[src/rtl/apb_master_arb_pkg.sv]
// Shared constants and types for the two-requester APB master arbiter.
//   NUM_REQ        : number of requesters sharing the APB master
//   APB_AW/DW/SW   : APB address, data and byte-strobe widths
//   ST_*           : FSM state encoding
//   apb_req_t      : captured transfer fields of the granted requester
//   pick_req()     : extracts one requester's fields from the flattened request buses
package apb_master_arb_pkg;

  localparam int unsigned NUM_REQ = 2;
  localparam int unsigned APB_AW  = 12;
  localparam int unsigned APB_DW  = 32;
  localparam int unsigned APB_SW  = 4;
  localparam int unsigned ST_W    = 2;

  localparam logic [ST_W-1:0] ST_IDLE   = 2'd0;
  localparam logic [ST_W-1:0] ST_SETUP  = 2'd1;
  localparam logic [ST_W-1:0] ST_ACCESS = 2'd2;

  typedef struct packed {
    logic              write;
    logic [APB_AW-1:0] addr;
    logic [APB_DW-1:0] wdata;
    logic [APB_SW-1:0] strb;
  } apb_req_t;

  // Select requester idx's fields out of the per-requester flattened buses.
  function automatic apb_req_t pick_req(
    input logic                      idx,
    input logic [NUM_REQ-1:0]        write,
    input logic [NUM_REQ*APB_AW-1:0] addr,
    input logic [NUM_REQ*APB_DW-1:0] wdata,
    input logic [NUM_REQ*APB_SW-1:0] strb
  );
    apb_req_t r;
    r.write = idx ? write[1]                 : write[0];
    r.addr  = idx ? addr[APB_AW +: APB_AW]   : addr[0 +: APB_AW];
    r.wdata = idx ? wdata[APB_DW +: APB_DW]  : wdata[0 +: APB_DW];
    r.strb  = idx ? strb[APB_SW +: APB_SW]   : strb[0 +: APB_SW];
    return r;
  endfunction

endpackage

[src/rtl/apb_master_arb_if.sv]
// Bundles the requester-side handshake and the APB master bus.
//   master modport : the arbiter's view (requests/APB response in, done/APB control out)
//   slave modport  : the environment's view (requesters plus APB slave)
interface apb_master_arb_if;
  import apb_master_arb_pkg::*;

  // requester side
  logic [NUM_REQ-1:0]        req_valid;
  logic [NUM_REQ-1:0]        req_write;
  logic [NUM_REQ*APB_AW-1:0] req_addr;
  logic [NUM_REQ*APB_DW-1:0] req_wdata;
  logic [NUM_REQ*APB_SW-1:0] req_strb;
  logic [NUM_REQ-1:0]        req_done;
  logic [APB_DW-1:0]         rsp_rdata;
  logic                      rsp_err;

  // APB side
  logic                      psel;
  logic                      penable;
  logic                      pwrite;
  logic [APB_AW-1:0]         paddr;
  logic [APB_DW-1:0]         pwdata;
  logic [APB_SW-1:0]         pstrb;
  logic                      pready;
  logic                      pslverr;
  logic [APB_DW-1:0]         prdata;

  modport master (
    input  req_valid, req_write, req_addr, req_wdata, req_strb,
    input  pready, pslverr, prdata,
    output req_done, rsp_rdata, rsp_err,
    output psel, penable, pwrite, paddr, pwdata, pstrb
  );

  modport slave (
    output req_valid, req_write, req_addr, req_wdata, req_strb,
    output pready, pslverr, prdata,
    input  req_done, rsp_rdata, rsp_err,
    input  psel, penable, pwrite, paddr, pwdata, pstrb
  );

endinterface

[src/rtl/rr_arb2.sv]
// Two-way round-robin grant (combinational).
//   i_req          : eligible requests, bit n = requester n
//   i_last_grant   : index of the most recently granted requester
//   o_gnt_valid_c  : some requester is granted
//   o_gnt_idx_c    : granted requester index
module rr_arb2 (
  input  logic [1:0] i_req,
  input  logic       i_last_grant,
  output logic       o_gnt_valid_c,
  output logic       o_gnt_idx_c
);

  // Under contention the requester that did not win last time goes next.
  always_comb begin
    o_gnt_valid_c = |i_req;
    if (i_req == 2'b11) o_gnt_idx_c = ~i_last_grant;
    else                o_gnt_idx_c = i_req[1];
  end

endmodule

[src/rtl/apb_master_arb.sv]
// APB master shared by two requesters with round-robin arbitration and
// a pready timeout.
//   clk, rst_n : clock, asynchronous active-low reset
//   bus        : requester handshake + APB master signals (master modport)
//   TIMEOUT    : ACCESS cycles with pready low before the transfer is abandoned
module apb_master_arb
  import apb_master_arb_pkg::*;
#(
  parameter int unsigned TIMEOUT = 16
) (
  input  logic               clk,
  input  logic               rst_n,
  apb_master_arb_if.master   bus
);

  localparam int unsigned WCW = (TIMEOUT > 1) ? $clog2(TIMEOUT + 1) : 1;

  logic [ST_W-1:0]    r_state,   w_state_nxt;
  logic               r_psel,    w_psel_nxt;
  logic               r_penable, w_penable_nxt;
  apb_req_t           r_cap,     w_cap_nxt;
  logic               r_gidx,    w_gidx_nxt;
  logic               r_last,    w_last_nxt;
  logic [WCW-1:0]     r_wait,    w_wait_nxt;
  logic [NUM_REQ-1:0] r_done,    w_done_nxt;
  logic [APB_DW-1:0]  r_rdata,   w_rdata_nxt;
  logic               r_err,     w_err_nxt;

  logic [NUM_REQ-1:0] w_elig;
  logic               w_gnt_valid;
  logic               w_gnt_idx;

  // A requester whose done pulse is showing this cycle cannot be re-granted.
  assign w_elig = bus.req_valid & ~r_done;

  rr_arb2 u_rr_arb2 (
    .i_req         (w_elig),
    .i_last_grant  (r_last),
    .o_gnt_valid_c (w_gnt_valid),
    .o_gnt_idx_c   (w_gnt_idx)
  );

  // State and output registers.
  always_ff @(posedge clk or negedge rst_n) begin
    if (!rst_n) begin
      r_state   <= ST_IDLE;
      r_psel    <= 1'b0;
      r_penable <= 1'b0;
      r_cap     <= '0;
      r_gidx    <= 1'b0;
      r_last    <= 1'b1;
      r_wait    <= '0;
      r_done    <= '0;
      r_rdata   <= '0;
      r_err     <= 1'b0;
    end else begin
      r_state   <= w_state_nxt;
      r_psel    <= w_psel_nxt;
      r_penable <= w_penable_nxt;
      r_cap     <= w_cap_nxt;
      r_gidx    <= w_gidx_nxt;
      r_last    <= w_last_nxt;
      r_wait    <= w_wait_nxt;
      r_done    <= w_done_nxt;
      r_rdata   <= w_rdata_nxt;
      r_err     <= w_err_nxt;
    end
  end

  // Next-state and next-output logic.
  always_comb begin
    w_state_nxt   = r_state;
    w_psel_nxt    = r_psel;
    w_penable_nxt = r_penable;
    w_cap_nxt     = r_cap;
    w_gidx_nxt    = r_gidx;
    w_last_nxt    = r_last;
    w_wait_nxt    = r_wait;
    w_done_nxt    = '0;
    w_rdata_nxt   = r_rdata;
    w_err_nxt     = r_err;

    case (r_state)
      ST_IDLE: begin
        if (w_gnt_valid) begin
          w_cap_nxt     = pick_req(w_gnt_idx, bus.req_write, bus.req_addr,
                                   bus.req_wdata, bus.req_strb);
          w_gidx_nxt    = w_gnt_idx;
          w_last_nxt    = w_gnt_idx;
          w_wait_nxt    = '0;
          w_state_nxt   = ST_SETUP;
          w_psel_nxt    = 1'b1;
          w_penable_nxt = 1'b0;
        end
      end

      ST_SETUP: begin
        w_state_nxt   = ST_ACCESS;
        w_psel_nxt    = 1'b1;
        w_penable_nxt = 1'b1;
      end

      ST_ACCESS: begin
        // pready wins over the timeout when both happen on the same cycle.
        if (bus.pready) begin
          w_rdata_nxt        = r_cap.write ? '0 : bus.prdata;
          w_err_nxt          = bus.pslverr;
          w_done_nxt[r_gidx] = 1'b1;
          w_state_nxt        = ST_IDLE;
          w_psel_nxt         = 1'b0;
          w_penable_nxt      = 1'b0;
        end else if (r_wait == WCW'(TIMEOUT - 1)) begin
          w_rdata_nxt        = '0;
          w_err_nxt          = 1'b1;
          w_done_nxt[r_gidx] = 1'b1;
          w_state_nxt        = ST_IDLE;
          w_psel_nxt         = 1'b0;
          w_penable_nxt      = 1'b0;
        end else begin
          w_wait_nxt = r_wait + WCW'(1);
        end
      end

      default: begin
        w_state_nxt   = ST_IDLE;
        w_psel_nxt    = 1'b0;
        w_penable_nxt = 1'b0;
      end
    endcase
  end

  assign bus.psel      = r_psel;
  assign bus.penable   = r_penable;
  assign bus.pwrite    = r_cap.write;
  assign bus.paddr     = r_cap.addr;
  assign bus.pwdata    = r_cap.wdata;
  assign bus.pstrb     = r_cap.strb;
  assign bus.req_done  = r_done;
  assign bus.rsp_rdata = r_rdata;
  assign bus.rsp_err   = r_err;

endmodule
[src/flat_wrapper.sv]
// flat-port wrapper written by rule: the top's interface ports become plain ports
module apb_master_arb_flat import apb_master_arb_pkg::*;
#(
  parameter int unsigned TIMEOUT = 16
)
  (clk, rst_n, bus_req_valid, bus_req_write, bus_req_addr, bus_req_wdata, bus_req_strb, bus_pready, bus_pslverr, bus_prdata, bus_req_done, bus_rsp_rdata, bus_rsp_err, bus_psel, bus_penable, bus_pwrite, bus_paddr, bus_pwdata, bus_pstrb);
  apb_master_arb_if bus_i ();
  input  logic clk;
  input  logic rst_n;
  input wire logic [$bits(bus_i.req_valid)-1:0] bus_req_valid;
  input wire logic [$bits(bus_i.req_write)-1:0] bus_req_write;
  input wire logic [$bits(bus_i.req_addr)-1:0] bus_req_addr;
  input wire logic [$bits(bus_i.req_wdata)-1:0] bus_req_wdata;
  input wire logic [$bits(bus_i.req_strb)-1:0] bus_req_strb;
  input wire logic [$bits(bus_i.pready)-1:0] bus_pready;
  input wire logic [$bits(bus_i.pslverr)-1:0] bus_pslverr;
  input wire logic [$bits(bus_i.prdata)-1:0] bus_prdata;
  output wire logic [$bits(bus_i.req_done)-1:0] bus_req_done;
  output wire logic [$bits(bus_i.rsp_rdata)-1:0] bus_rsp_rdata;
  output wire logic [$bits(bus_i.rsp_err)-1:0] bus_rsp_err;
  output wire logic [$bits(bus_i.psel)-1:0] bus_psel;
  output wire logic [$bits(bus_i.penable)-1:0] bus_penable;
  output wire logic [$bits(bus_i.pwrite)-1:0] bus_pwrite;
  output wire logic [$bits(bus_i.paddr)-1:0] bus_paddr;
  output wire logic [$bits(bus_i.pwdata)-1:0] bus_pwdata;
  output wire logic [$bits(bus_i.pstrb)-1:0] bus_pstrb;
  assign bus_i.req_valid = bus_req_valid;
  assign bus_i.req_write = bus_req_write;
  assign bus_i.req_addr = bus_req_addr;
  assign bus_i.req_wdata = bus_req_wdata;
  assign bus_i.req_strb = bus_req_strb;
  assign bus_i.pready = bus_pready;
  assign bus_i.pslverr = bus_pslverr;
  assign bus_i.prdata = bus_prdata;
  assign bus_req_done = bus_i.req_done;
  assign bus_rsp_rdata = bus_i.rsp_rdata;
  assign bus_rsp_err = bus_i.rsp_err;
  assign bus_psel = bus_i.psel;
  assign bus_penable = bus_i.penable;
  assign bus_pwrite = bus_i.pwrite;
  assign bus_paddr = bus_i.paddr;
  assign bus_pwdata = bus_i.pwdata;
  assign bus_pstrb = bus_i.pstrb;
  apb_master_arb #(.TIMEOUT(TIMEOUT)) u_core (.clk(clk), .rst_n(rst_n), .bus(bus_i));
endmodule
[config.mk]
export PLATFORM = sky130hd
export DESIGN_NAME = apb_master_arb_flat
export DESIGN_NICKNAME = d
export VERILOG_FILES = /design/src/rtl/apb_master_arb_pkg.sv /design/src/rtl/apb_master_arb_if.sv /design/src/rtl/rr_arb2.sv /design/src/rtl/apb_master_arb.sv /design/src/flat_wrapper.sv
export SDC_FILE = /design/constraint.sdc
export NUM_CORES = 1
export LEC_CHECK = 0
export CORE_ASPECT_RATIO = 0.5
export CORE_UTILIZATION = 30
export CTS_BUF_LIST = sky130_fd_sc_hd__clkbuf_8
export CTS_CLUSTER_SIZE = 30
export DETAILED_ROUTE_END_ITERATION = 12
export MAX_ROUTING_LAYER = met4
export PLACE_DENSITY_LB_ADDON = 0.25
export SYNTH_ARGS = -nofsm -noshare
export SYNTH_HDL_FRONTEND = slang
export SYNTH_HIERARCHICAL = 1
export SYNTH_SLANG_ARGS = --single-unit
[constraint.sdc]
create_clock -name clk -period 5.8 [get_ports clk]
set_clock_uncertainty 0.05 [all_clocks]
set_input_delay 0.87 -clock clk [delete_from_list [all_inputs] [get_ports clk]]
set_output_delay 0.87 -clock clk [all_outputs]
set_load 0.1 [all_outputs]
==> results.sh <==
export IMPL_status="finished clean"
export IMPL_maxCapViolCount=0
export IMPL_core_um2=12740
export IMPL_path_class="register to output port"
export IMPL_ant_nets=0
export IMPL_grt_setup_unrepaired="no"
export IMPL_use_met2_pct=27.96
export IMPL_antenna_found_initial=0
export IMPL_clock_path_buffers=2
export IMPL_worst_pin_slew_ps=1080
export IMPL_root_buffer="clkbuf_8"
export IMPL_cts_buffers=9
export IMPL_startpoint_type="register"
export IMPL_use_met1_pct=17.54
export IMPL_wl_per_cell_um=14.02
export IMPL_grt_use_met3_pct=4.296
export IMPL_r2r_cells=5
export IMPL_die_x_um=164.3
export IMPL_path_cells="clkdlybuf4s50_1"
export IMPL_fillers=1137
export IMPL_crit_path_max_fanout=9
export IMPL_portBuffers=221
export IMPL_finalWeightedCongestion=0.7392
export IMPL_synth_cells=340
export IMPL_clk_latency_ps=350
export IMPL_timing_final_hold_violations=0
export IMPL_timing_final_crit_period_ps=2964
export IMPL_grt_pass1_vias=3297
export IMPL_final_nets=691
export IMPL_clkTransAtPathRegs_ps=90
export IMPL_preCtsSetupSlack_ps=2546
export IMPL_first_pass_iters=4
export IMPL_yosysTopAreaCell="dfrtp_1"
export IMPL_grt_remaining_overflow=0
export IMPL_io_pins=222
export IMPL_area_delta_synth_final_pct=65.38
export IMPL_std_cell_rows=29
export IMPL_finalSetupViolCount=0
export IMPL_vias_per_cell=4.437
export IMPL_required_ps=4880
export IMPL_hp_class="input pin to async pin"
export IMPL_die_y_um=83.14
export IMPL_fmax_mhz=337.4
export IMPL_r2r_start="u_core/bus.req_done[1]"
export IMPL_dr_total_vias=3230
export IMPL_grt_usage_pct=15.68
export IMPL_whs_ps=326.0
export IMPL_syn_avg_cell_area_um2=11.62
export IMPL_synthTopCellsByArea="dfrtp_1 59%, mux2i_1 13%, a22o_1 7.1%"
export IMPL_ys_warn_count=6
export IMPL_worst_setup_path_end_kind="output port"
export IMPL_synth_top_area_share_pct=58.92
export IMPL_ys_ff_latch=94
export IMPL_antennaDiodeCount=0
export IMPL_yosysSeqAreaShare_pct=59.58
export IMPL_cts_max_level=3
export IMPL_crit_family="buffers and inverters"
export IMPL_timing_final_ws_setup_ps=2836
export IMPL_drive_gt1_share_pct=4.839
export IMPL_worstPathArrival_ps=2040
export IMPL_post_cts_buffers=0
export IMPL_drcViolationCount=0
export IMPL_dieArea_um2=13660
export IMPL_fin_util_pct=51.29
export IMPL_slowest_delay_ps=1200
export IMPL_cpMaxStageDelayCell="clkdlybuf4s50_1"
export IMPL_yosysUniqueCellTypes=29
export IMPL_syn_nets=478
export IMPL_hpwl_um=7274
export IMPL_postCtsHoldBufs=0
export IMPL_cts_resized=0
export IMPL_netlist_area_um2=3950
export IMPL_cts_tree="yes"
export IMPL_clock_sinks=94
export IMPL_timing_rr_end="u_core/bus.pwdata[4]"
export IMPL_drt_total_wl_um=10210
export IMPL_drtIter0Drc=83
export IMPL_crit_buf_inv=1
export IMPL_post_route_period_util_pct=51.10
export IMPL_initial_core_util_pct=31.01
export IMPL_tns_ps=0
export IMPL_grt_busiest_layer="met2"
export IMPL_grt_max_degree=105
export IMPL_grt_pass1_wl_um=16240
export IMPL_drv_slew=0
export IMPL_max_slew_margin_rel_pct=27.97
export IMPL_rrSetupSlack_ps=3550
-- routing by layer --
metal,vias to the layer above,wire length (um)
met4,0,55
met2,86,5366
li1,1625,-
met3,7,524
met1,1512,4262
met5,-,0
-- cells by family after synthesis --
| kind of cell | share of synthesized area (%) |
|---|---|
| buf+inv | 3.865 |
| mux | 12.92 |
| fa+ha+maj | 0.6334 |
| flops | 59.58 |
| simple gates | 8.267 |
| compound gates | 14.73 |
-- synthesized netlist by cell type --
library cell	number
o31ai_1	1
or3b_4	1
nor2b_1	2
or4b_4	1
clkbuf_1	5
and3_1	1
o211ai_1	1
a21boi_1	1
or2_1	1
buf_2	14
dfstp_2	1
o311ai_0	1
nand2_1	58
nor3_1	1
nand3b_1	1
nor2_1	4
ha_1	2
nand4_1	1
dfrtp_1	93
nand3_1	2
o21ai_0	3
nor4b_2	1
buf_4	1
a22o_1	32
o21ai_1	49
buf_6	3
a21oi_1	2
inv_1	6
mux2i_1	51
-- metrics by stage --
step	std cells	area, um2
finish	728	6533
global route	728	6533
CTS	728	6533
detailed placement	712	6286
global placement	712	6286
floorplan	340	3950
-- layout by cell type, fill, tap and decap left out --
cell	count
a21boi_4	1
a21oi_1	2
a22o_1	32
and3_1	1
buf_4	5
bufinv_16	3
clkbuf_8	10
clkdlybuf4s50_1	220
clkinv_2	2
clkinv_4	1
dfrtp_1	93
dfstp_2	1
ha_1	2
inv_1	6
mux2i_1	51
nand2_1	58
nand3_1	2
nand3b_1	1
nand4_1	1
nor2_1	3
nor2_2	1
nor2b_1	2
nor3_1	1
nor4b_2	1
o211ai_1	1
o21ai_0	3
o21ai_1	49
o311ai_0	1
o31ai_1	1
or2_1	1
or3b_4	1
or4b_4	1
-- final cells by class --
type	count	area, um2	area share, %
clock buffers	10	137.6	2.107
clock inverters	6	108.9	1.666
inverters	6	22.52	0.3448
multi-input cells	217	1458	22.31
flip-flops and latches	94	2354	36.03
well taps	170	212.7	3.256
repair buffers	225	2240	34.28
-- worst max path at each step --
stage | end | slack, ps | from | cells past startpoint
2_1_floorplan | u_core/bus.pstrb[1] | 3650 | bus_req_valid[0] | 7
3_3_place_gp | u_core/r_gidx | 2570 | bus_req_valid[0] | 7
3_5_place_dp | u_core/r_gidx | 2550 | bus_req_valid[0] | 7
4_1_cts | bus_penable | 2800 | u_core/bus.penable | 1
5_1_grt | u_core/r_gidx | 2700 | bus_req_valid[0] | 7
6_report | bus_penable | 2840 | u_core/bus.penable | 1
-- sequential cells by signal, summed over array words and instances, names as in the netlist, 2 cells and up --
| signal | cells |
|---|---|
| u_core/bus.req_done | 2 |
| u_core/bus.paddr | 12 |
| u_core/bus.pstrb | 4 |
| u_core/bus.pwdata | 32 |
| u_core/bus.rsp_rdata | 32 |
| u_core/r_wait | 5 |
Power is left out: the tool's default activity adds up to more than one toggle a clock period on the data nets, which glitch-free logic cannot reach.
